$ cat src/rtl/pipeline_hazard_ctrl_if.sv
`default_nettype none
// +--------------------------------------------------------------------------+
// | pipeline_hazard_ctrl_if                                                  |
// | Hazard-sensing inputs and per-stage stall/flush controls bundle.         |
// | Revision: 1.0                                                            |
// +--------------------------------------------------------------------------+
interface pipeline_hazard_ctrl_if;
  logic [4:0]  id_rs1;
  logic [4:0]  id_rs2;
  logic        id_use_rs1;
  logic        id_use_rs2;
  logic [4:0]  ex_write_addr;
  logic        ex_mem_read;
  logic [4:0]  ex_aluop;
  logic        ex_branch_taken;
  logic        imem_busywait;
  logic        dmem_busywait;
  logic        pc_stall;
  logic        ifid_busywait;
  logic        ifid_flush;
  logic        idex_busywait;
  logic        idex_bubble;
  logic        exmem_busywait;
  logic        exmem_bubble;
  logic        memwb_busywait;
  logic        muldiv_start;
  logic        muldiv_done;
  logic [31:0] stall_cycles;
  logic [15:0] bubble_count;

  modport master (
    output id_rs1, id_rs2, id_use_rs1, id_use_rs2, ex_write_addr, ex_mem_read,
           ex_aluop, ex_branch_taken, imem_busywait, dmem_busywait,
    input  pc_stall, ifid_busywait, ifid_flush, idex_busywait, idex_bubble,
           exmem_busywait, exmem_bubble, memwb_busywait, muldiv_start,
           muldiv_done, stall_cycles, bubble_count
  );

  modport slave (
    input  id_rs1, id_rs2, id_use_rs1, id_use_rs2, ex_write_addr, ex_mem_read,
           ex_aluop, ex_branch_taken, imem_busywait, dmem_busywait,
    output pc_stall, ifid_busywait, ifid_flush, idex_busywait, idex_bubble,
           exmem_busywait, exmem_bubble, memwb_busywait, muldiv_start,
           muldiv_done, stall_cycles, bubble_count
  );
endinterface
`default_nettype wire

$ cat src/rtl/pipeline_hazard_ctrl.sv
`default_nettype none
// +--------------------------------------------------------------------------+
// | pipeline_hazard_ctrl                                                     |
// | Stall/flush sequencer with M-extension occupancy control and counters.   |
// | Revision: 1.0                                                            |
// +--------------------------------------------------------------------------+
module pipeline_hazard_ctrl #(
  parameter int MUL_CYCLES = 2,
  parameter int DIV_CYCLES = 33
) (
  input  wire logic               CLK,
  input  wire logic               reset,
  pipeline_hazard_ctrl_if.slave   hz
);

  typedef enum logic [0:0] {
    ST_RUN    = 1'b0,
    ST_MULDIV = 1'b1
  } state_t;

  localparam logic [5:0] c_MUL_N = 6'(MUL_CYCLES);
  localparam logic [5:0] c_DIV_N = 6'(DIV_CYCLES);

  state_t      r_state;
  logic [5:0]  r_cnt;
  logic [31:0] r_stall_cycles;
  logic [15:0] r_bubble_count;

  state_t      w_next_state;
  logic [5:0]  w_next_cnt;
  logic [5:0]  w_n;
  logic        w_freeze;
  logic        w_load_use;
  logic        w_pc_stall;
  logic        w_ifid_busywait;
  logic        w_ifid_flush;
  logic        w_idex_busywait;
  logic        w_idex_bubble;
  logic        w_exmem_busywait;
  logic        w_exmem_bubble;
  logic        w_memwb_busywait;
  logic        w_muldiv_start;
  logic        w_muldiv_done;
  logic        w_unused_aluop;

  assign w_unused_aluop = ^hz.ex_aluop[2:0];
  assign w_freeze       = hz.imem_busywait | hz.dmem_busywait;
  assign w_n            = hz.ex_aluop[3] ? c_DIV_N : c_MUL_N;
  assign w_load_use     = hz.ex_mem_read && (hz.ex_write_addr != 5'd0) &&
                          ((hz.id_use_rs1 && (hz.id_rs1 == hz.ex_write_addr)) ||
                           (hz.id_use_rs2 && (hz.id_rs2 == hz.ex_write_addr)));

  always_comb begin
    w_pc_stall       = 1'b0;
    w_ifid_busywait  = 1'b0;
    w_ifid_flush     = 1'b0;
    w_idex_busywait  = 1'b0;
    w_idex_bubble    = 1'b0;
    w_exmem_busywait = 1'b0;
    w_exmem_bubble   = 1'b0;
    w_memwb_busywait = 1'b0;
    w_muldiv_start   = 1'b0;
    w_muldiv_done    = 1'b0;
    w_next_state     = r_state;
    w_next_cnt       = r_cnt;
    if (!reset) begin
      if (w_freeze) begin
        // Memory stall freezes the whole pipe including the M-op sequencer.
        w_pc_stall       = 1'b1;
        w_ifid_busywait  = 1'b1;
        w_idex_busywait  = 1'b1;
        w_exmem_busywait = 1'b1;
        w_memwb_busywait = 1'b1;
      end else if (hz.ex_branch_taken) begin
        w_ifid_flush  = 1'b1;
        w_idex_bubble = 1'b1;
        w_next_state  = ST_RUN;
        w_next_cnt    = 6'd0;
      end else if (r_state == ST_MULDIV) begin
        if (r_cnt != 6'd0) begin
          w_pc_stall      = 1'b1;
          w_ifid_busywait = 1'b1;
          w_idex_busywait = 1'b1;
          w_exmem_bubble  = 1'b1;
          w_next_cnt      = r_cnt - 6'd1;
        end else begin
          w_muldiv_done = 1'b1;
          w_next_state  = ST_RUN;
        end
      end else if (hz.ex_aluop[4]) begin
        w_muldiv_start = 1'b1;
        if (w_n <= 6'd1) begin
          w_muldiv_done = 1'b1;
        end else begin
          // Start cycle is the first of N; cnt covers the remaining stall cycles.
          w_pc_stall      = 1'b1;
          w_ifid_busywait = 1'b1;
          w_idex_busywait = 1'b1;
          w_exmem_bubble  = 1'b1;
          w_next_cnt      = w_n - 6'd2;
          w_next_state    = ST_MULDIV;
        end
      end else if (w_load_use) begin
        w_pc_stall      = 1'b1;
        w_ifid_busywait = 1'b1;
        w_idex_bubble   = 1'b1;
      end
    end
  end

  always_ff @(posedge CLK) begin
    if (reset) begin
      r_state        <= ST_RUN;
      r_cnt          <= 6'd0;
      r_stall_cycles <= 32'd0;
      r_bubble_count <= 16'd0;
    end else begin
      r_state <= w_next_state;
      r_cnt   <= w_next_cnt;
      if (w_pc_stall) begin
        r_stall_cycles <= r_stall_cycles + 32'd1;
      end
      if (w_idex_bubble && (r_bubble_count != 16'hFFFF)) begin
        r_bubble_count <= r_bubble_count + 16'd1;
      end
    end
  end

  assign hz.pc_stall       = w_pc_stall;
  assign hz.ifid_busywait  = w_ifid_busywait;
  assign hz.ifid_flush     = w_ifid_flush;
  assign hz.idex_busywait  = w_idex_busywait;
  assign hz.idex_bubble    = w_idex_bubble;
  assign hz.exmem_busywait = w_exmem_busywait;
  assign hz.exmem_bubble   = w_exmem_bubble;
  assign hz.memwb_busywait = w_memwb_busywait;
  assign hz.muldiv_start   = w_muldiv_start;
  assign hz.muldiv_done    = w_muldiv_done;
  assign hz.stall_cycles   = r_stall_cycles;
  assign hz.bubble_count   = r_bubble_count;

endmodule
`default_nettype wire
$ cat src/flat_wrapper.sv
// flat-port wrapper written by rule: the top's interface ports become plain ports
module pipeline_hazard_ctrl_flat 
#(
  parameter int MUL_CYCLES = 2,
  parameter int DIV_CYCLES = 33
)
  (CLK, reset, hz_id_rs1, hz_id_rs2, hz_id_use_rs1, hz_id_use_rs2, hz_ex_write_addr, hz_ex_mem_read, hz_ex_aluop, hz_ex_branch_taken, hz_imem_busywait, hz_dmem_busywait, hz_pc_stall, hz_ifid_busywait, hz_ifid_flush, hz_idex_busywait, hz_idex_bubble, hz_exmem_busywait, hz_exmem_bubble, hz_memwb_busywait, hz_muldiv_start, hz_muldiv_done, hz_stall_cycles, hz_bubble_count);
  pipeline_hazard_ctrl_if hz_i ();
  input  wire logic CLK;
  input  wire logic reset;
  input wire logic [$bits(hz_i.id_rs1)-1:0] hz_id_rs1;
  input wire logic [$bits(hz_i.id_rs2)-1:0] hz_id_rs2;
  input wire logic [$bits(hz_i.id_use_rs1)-1:0] hz_id_use_rs1;
  input wire logic [$bits(hz_i.id_use_rs2)-1:0] hz_id_use_rs2;
  input wire logic [$bits(hz_i.ex_write_addr)-1:0] hz_ex_write_addr;
  input wire logic [$bits(hz_i.ex_mem_read)-1:0] hz_ex_mem_read;
  input wire logic [$bits(hz_i.ex_aluop)-1:0] hz_ex_aluop;
  input wire logic [$bits(hz_i.ex_branch_taken)-1:0] hz_ex_branch_taken;
  input wire logic [$bits(hz_i.imem_busywait)-1:0] hz_imem_busywait;
  input wire logic [$bits(hz_i.dmem_busywait)-1:0] hz_dmem_busywait;
  output wire logic [$bits(hz_i.pc_stall)-1:0] hz_pc_stall;
  output wire logic [$bits(hz_i.ifid_busywait)-1:0] hz_ifid_busywait;
  output wire logic [$bits(hz_i.ifid_flush)-1:0] hz_ifid_flush;
  output wire logic [$bits(hz_i.idex_busywait)-1:0] hz_idex_busywait;
  output wire logic [$bits(hz_i.idex_bubble)-1:0] hz_idex_bubble;
  output wire logic [$bits(hz_i.exmem_busywait)-1:0] hz_exmem_busywait;
  output wire logic [$bits(hz_i.exmem_bubble)-1:0] hz_exmem_bubble;
  output wire logic [$bits(hz_i.memwb_busywait)-1:0] hz_memwb_busywait;
  output wire logic [$bits(hz_i.muldiv_start)-1:0] hz_muldiv_start;
  output wire logic [$bits(hz_i.muldiv_done)-1:0] hz_muldiv_done;
  output wire logic [$bits(hz_i.stall_cycles)-1:0] hz_stall_cycles;
  output wire logic [$bits(hz_i.bubble_count)-1:0] hz_bubble_count;
  assign hz_i.id_rs1 = hz_id_rs1;
  assign hz_i.id_rs2 = hz_id_rs2;
  assign hz_i.id_use_rs1 = hz_id_use_rs1;
  assign hz_i.id_use_rs2 = hz_id_use_rs2;
  assign hz_i.ex_write_addr = hz_ex_write_addr;
  assign hz_i.ex_mem_read = hz_ex_mem_read;
  assign hz_i.ex_aluop = hz_ex_aluop;
  assign hz_i.ex_branch_taken = hz_ex_branch_taken;
  assign hz_i.imem_busywait = hz_imem_busywait;
  assign hz_i.dmem_busywait = hz_dmem_busywait;
  assign hz_pc_stall = hz_i.pc_stall;
  assign hz_ifid_busywait = hz_i.ifid_busywait;
  assign hz_ifid_flush = hz_i.ifid_flush;
  assign hz_idex_busywait = hz_i.idex_busywait;
  assign hz_idex_bubble = hz_i.idex_bubble;
  assign hz_exmem_busywait = hz_i.exmem_busywait;
  assign hz_exmem_bubble = hz_i.exmem_bubble;
  assign hz_memwb_busywait = hz_i.memwb_busywait;
  assign hz_muldiv_start = hz_i.muldiv_start;
  assign hz_muldiv_done = hz_i.muldiv_done;
  assign hz_stall_cycles = hz_i.stall_cycles;
  assign hz_bubble_count = hz_i.bubble_count;
  pipeline_hazard_ctrl #(.MUL_CYCLES(MUL_CYCLES), .DIV_CYCLES(DIV_CYCLES)) u_core (.CLK(CLK), .reset(reset), .hz(hz_i));
endmodule
$ cat config.mk
export PLATFORM = sky130hd
export DESIGN_NAME = pipeline_hazard_ctrl_flat
export DESIGN_NICKNAME = d
export VERILOG_FILES = /design/src/rtl/pipeline_hazard_ctrl_if.sv /design/src/rtl/pipeline_hazard_ctrl.sv /design/src/flat_wrapper.sv
export SDC_FILE = /design/constraint.sdc
export NUM_CORES = 1
export LEC_CHECK = 0
export CAP_MARGIN = 10
export CORE_MARGIN = 3
export CORE_UTILIZATION = 52
export DETAILED_ROUTE_END_ITERATION = 12
export GPL_TIMING_DRIVEN = 0
export HOLD_SLACK_MARGIN = 0.05
export PLACE_DENSITY = 0.92
export REMOVE_ABC_BUFFERS = 1
export SKIP_LAST_GASP = 1
export SYNTH_ARGS = -nofsm -noshare
export SYNTH_HDL_FRONTEND = slang
export SYNTH_SLANG_ARGS = --single-unit
$ cat constraint.sdc
create_clock -name CLK -period 5.7 [get_ports CLK]
set_input_delay 0.855 -clock CLK [delete_from_list [all_inputs] [get_ports CLK]]
set_output_delay 0.855 -clock CLK [all_outputs]
set_load 0.05 [all_outputs]
==> key figures <==
Global routing
  • GR Util met2: 40.5%
  • GRT Total Usage: 21.5%
  • Grt peak-use layer: met2
  • Met3 Use GR: 5.42%
  • Largest net degree at the start of global routing: 46
  • Overflow after GRT: 0
  • Met1 GRT Util: 24.5%
  • Antenna violations before repair: 0
  • Vias in the first global route: 2635
  • Global-route wire length before repair: 11600 microns

Floorplan
  • Die area: 0.00681 sq mm
  • CORE AREA: 0.00557 sq mm
  • I/O Pins: 86
  • Die Ht: 82.5 microns
  • Row cnt: 27
  • Die X-Extent: 82.5 microns
  • Starting density of the core: 54.6%

Yosys
  • Adder-Cell Fraction of Synth Area: 1.64%
  • Synth Area in Compound Gates: 6.70%
  • Mux contribution to synthesized area: 1.07%
  • Sequential share of the synthesized area: 36.2%
  • Seq cells post-synth: 55
  • Yosys Warn Count: 0
  • XOR/XNOR share of the synthesized area: 15.5%
  • Avg Synthesized Cell Area: 8.70 sq um
  • Main combinational cell family by area after synthesis: simple AND/OR/NAND/NOR gates
  • EDFF count, synth: 0
  • Cells after Synth: 350
  • Distinct cells, synth: 46
  • Post-synth ARST share: 0%
  • Post-Syn Area: 0.00304 sq mm
  • Post-Synth Simple-Gate Area: 33.8%
  • Synth Flop Type: dfxtp_1

Clock tree
  • CTS tree: built
  • H-tree Lvls: 2
  • Clock-pin transition on the worst setup and hold timing paths: 0.09 ns
  • Cells resized by post-CTS repair: 0
  • Setup Buffers After CTS: 0
  • Hold-fix buffers at CTS: 0
  • Root Buffer: clkbuf_8
  • CTS Buf Count: 5
  • Max clock buf depth: 2
  • Clk_lat worst skew: 0.30 ns
  • Clock Sink Count: 55

Setup path
  • Crit. End Element: output pin
  • Crit path buf inv count: 2
  • CP Class: in -> out
  • Worst-path cell chain: clkdlybuf4s50_1, or4_1, o21ai_2, nor2_1, a21boi_4, nor2_1, clkdlybuf4s50_1
  • Worst-path cell with the longest stage delay: a21boi_4
  • Worst Path Arrival: 3.89 ns
  • CP startpoint kind: input pin
  • Family with the most delay on the worst path: buffers and inverters
  • Crit path largest cell delay: 0.85 ns
  • CP Data Required Time: 4.85 ns
  • Largest fanout on the critical path: 34

Timing
  • Finish-stage setup viols: 0
  • Worst-margin pin slew: 1.10 ns
  • Max transition margin: 26.4%
  • RSZ-0062 raised after global routing: false
  • Final min period: 4.75 ns
  • Tcrit/Tclk final: 83.3%
  • Setup TNS: 0 ns
  • Final Slew Violations: 0
  • Maximum clock frequency: 211 MHz
  • Max Clock Skew: 0.00991 ns
  • Final hold violations: 0

Route
  • Drt pass-1 iters: 4
  • DRC violations left: 0
  • Initial DRC count: 127
  • Via count: 2690
  • ANT nets after route: 0
  • Via density per instance: 5.47
  • Wirelength per Cell: 14.3 microns
  • Final WL: 7030 microns

Finish
  • Non-Filler Instances: 492
  • Final net count: 451
  • Post-layout util: 70.8%
  • P&R area growth vs syn: 29.6%
  • Diode count: 0
  • Share of cells above drive strength 1: 8.57%

Placement
  • Placed Cells incl. Taps: 484
  • Dpl hpwl: 5240 microns
  • I/O Buffers: 82
  • GPL Wtd Cong: 0.873

Job
  • Max-cap violations: 0

Power
  • Static leakage: 1.21 nW
  • Worst VDD drop: 138 uV
  • Pwr/cell area: 182 mW/mm^2

Min path
  • Hold crit path type: reg -> reg

Status
  • Status: completed
-- kinds of logic after synthesis --
family | after synthesis
xor+xnor | 54
compound gates | 31
fa+ha+maj | 4
buf+inv | 30
flops | 55
mux | 3
simple gates | 173
-- synth_stat cells (3+ instances only) --
library cell	instances	area [sq um]
nor2_1	62	233
o21ai_0	6	30.0
clkbuf_1	10	37.5
ha_1	4	50.1
a21o_1	3	22.5
xnor2_1	53	464
nor3_1	18	90.1
a21oi_1	16	80.1
nor3b_1	5	37.5
nor4b_2	5	75.1
nor4b_1	3	26.3
nor2b_1	3	18.8
nand3_1	10	50.1
nand2b_1	3	18.8
inv_1	9	33.8
nor4_2	11	138
buf_6	4	45.0
nand2_1	19	71.3
and4_1	5	43.8
buf_2	4	20.0
nand4_1	11	68.8
nor4_1	3	18.8
dfxtp_1	55	1100
-- layout by cell type (no fill, tap or decap), drive strengths merged, types with 3 or more instances in the layout --
| master | instances |
|---|---|
| nand3 | 10 |
| ha | 4 |
| o21ai | 7 |
| nand2 | 19 |
| nor2b | 3 |
| nor4b | 8 |
| nor4 | 14 |
| inv | 9 |
| clkdlybuf4s50 | 81 |
| dfxtp | 55 |
| clkbuf | 7 |
| nor3b | 5 |
| nand2b | 3 |
| a21o | 3 |
| nor2 | 63 |
| nand4 | 12 |
| xnor2 | 53 |
| a21oi | 17 |
| or3 | 3 |
| and4 | 5 |
| nor3 | 20 |
-- metal layers --
layer	up-vias	wire length [microns]
met3	6	521
met5	-	0
met1	1275	2930
met2	76	3530
li1	1333	-
met4	0	51
-- tightest hold or removal path, stage by stage (launching register included) --
cell and delay, ns:
dfxtp_1 0.34, o21ai_0 0.08, a21oi_1 0.06
-- sequential cells by signal (all words and copies together) (netlist names) --
name / cells
u_core.hz.bubble_count: 16
u_core.r_state: 1
u_core.r_cnt: 6
u_core.hz.stall_cycles: 32
-- worst paths after layout --
check / from / end / slack, ns / depth (start not counted)
max: hz_ex_write_addr[0] / hz_ifid_busywait / 0.95 / 7
min: u_core.r_cnt[4] / u_core.r_cnt[4] / 0.52 / 2
max reg2reg: u_core.r_cnt[0] / u_core.hz.stall_cycles[12] / 2.90 / 9
min reg2reg: u_core.r_cnt[4] / u_core.r_cnt[4] / 0.52 / 2
-- metrics by stage --
stage                     power [mW]  hold slack [ns]  cell area, sq um  setup slack (ns)
final                          0.717            0.524              3940             0.954
after global routing           0.745            0.547              3940             0.794
after CTS                      0.724            0.521              3940             0.930
after detailed placement       0.503            0.509              3850             0.942
after global placement         0.499            0.479              3830             0.265
after floorplan                0.456            0.457              2920              1.88
-- final cells by class --
| type | instances | area (sq um) |
|---|---|---|
| timing repair buffer | 83 | 836 |
| fill | 441 | 1630 |
| tap | 72 | 90.1 |
| clock inverter | 1 | 8.76 |
| sequential | 55 | 1100 |
| clock buffer | 7 | 86.3 |
| inverter | 9 | 33.8 |
| multi-input combinational | 265 | 1790 |
-- report_power, final --
group	switching [mW]	internal [mW]	leakage, nW	total, mW
Sequential	0.00523	0.388	0.444	0.393
Clock	0.124	0.0999	0.0484	0.224
Combinational	0.0583	0.0422	0.722	0.100
No activity file was read; power rests on OpenSTA's default activity.
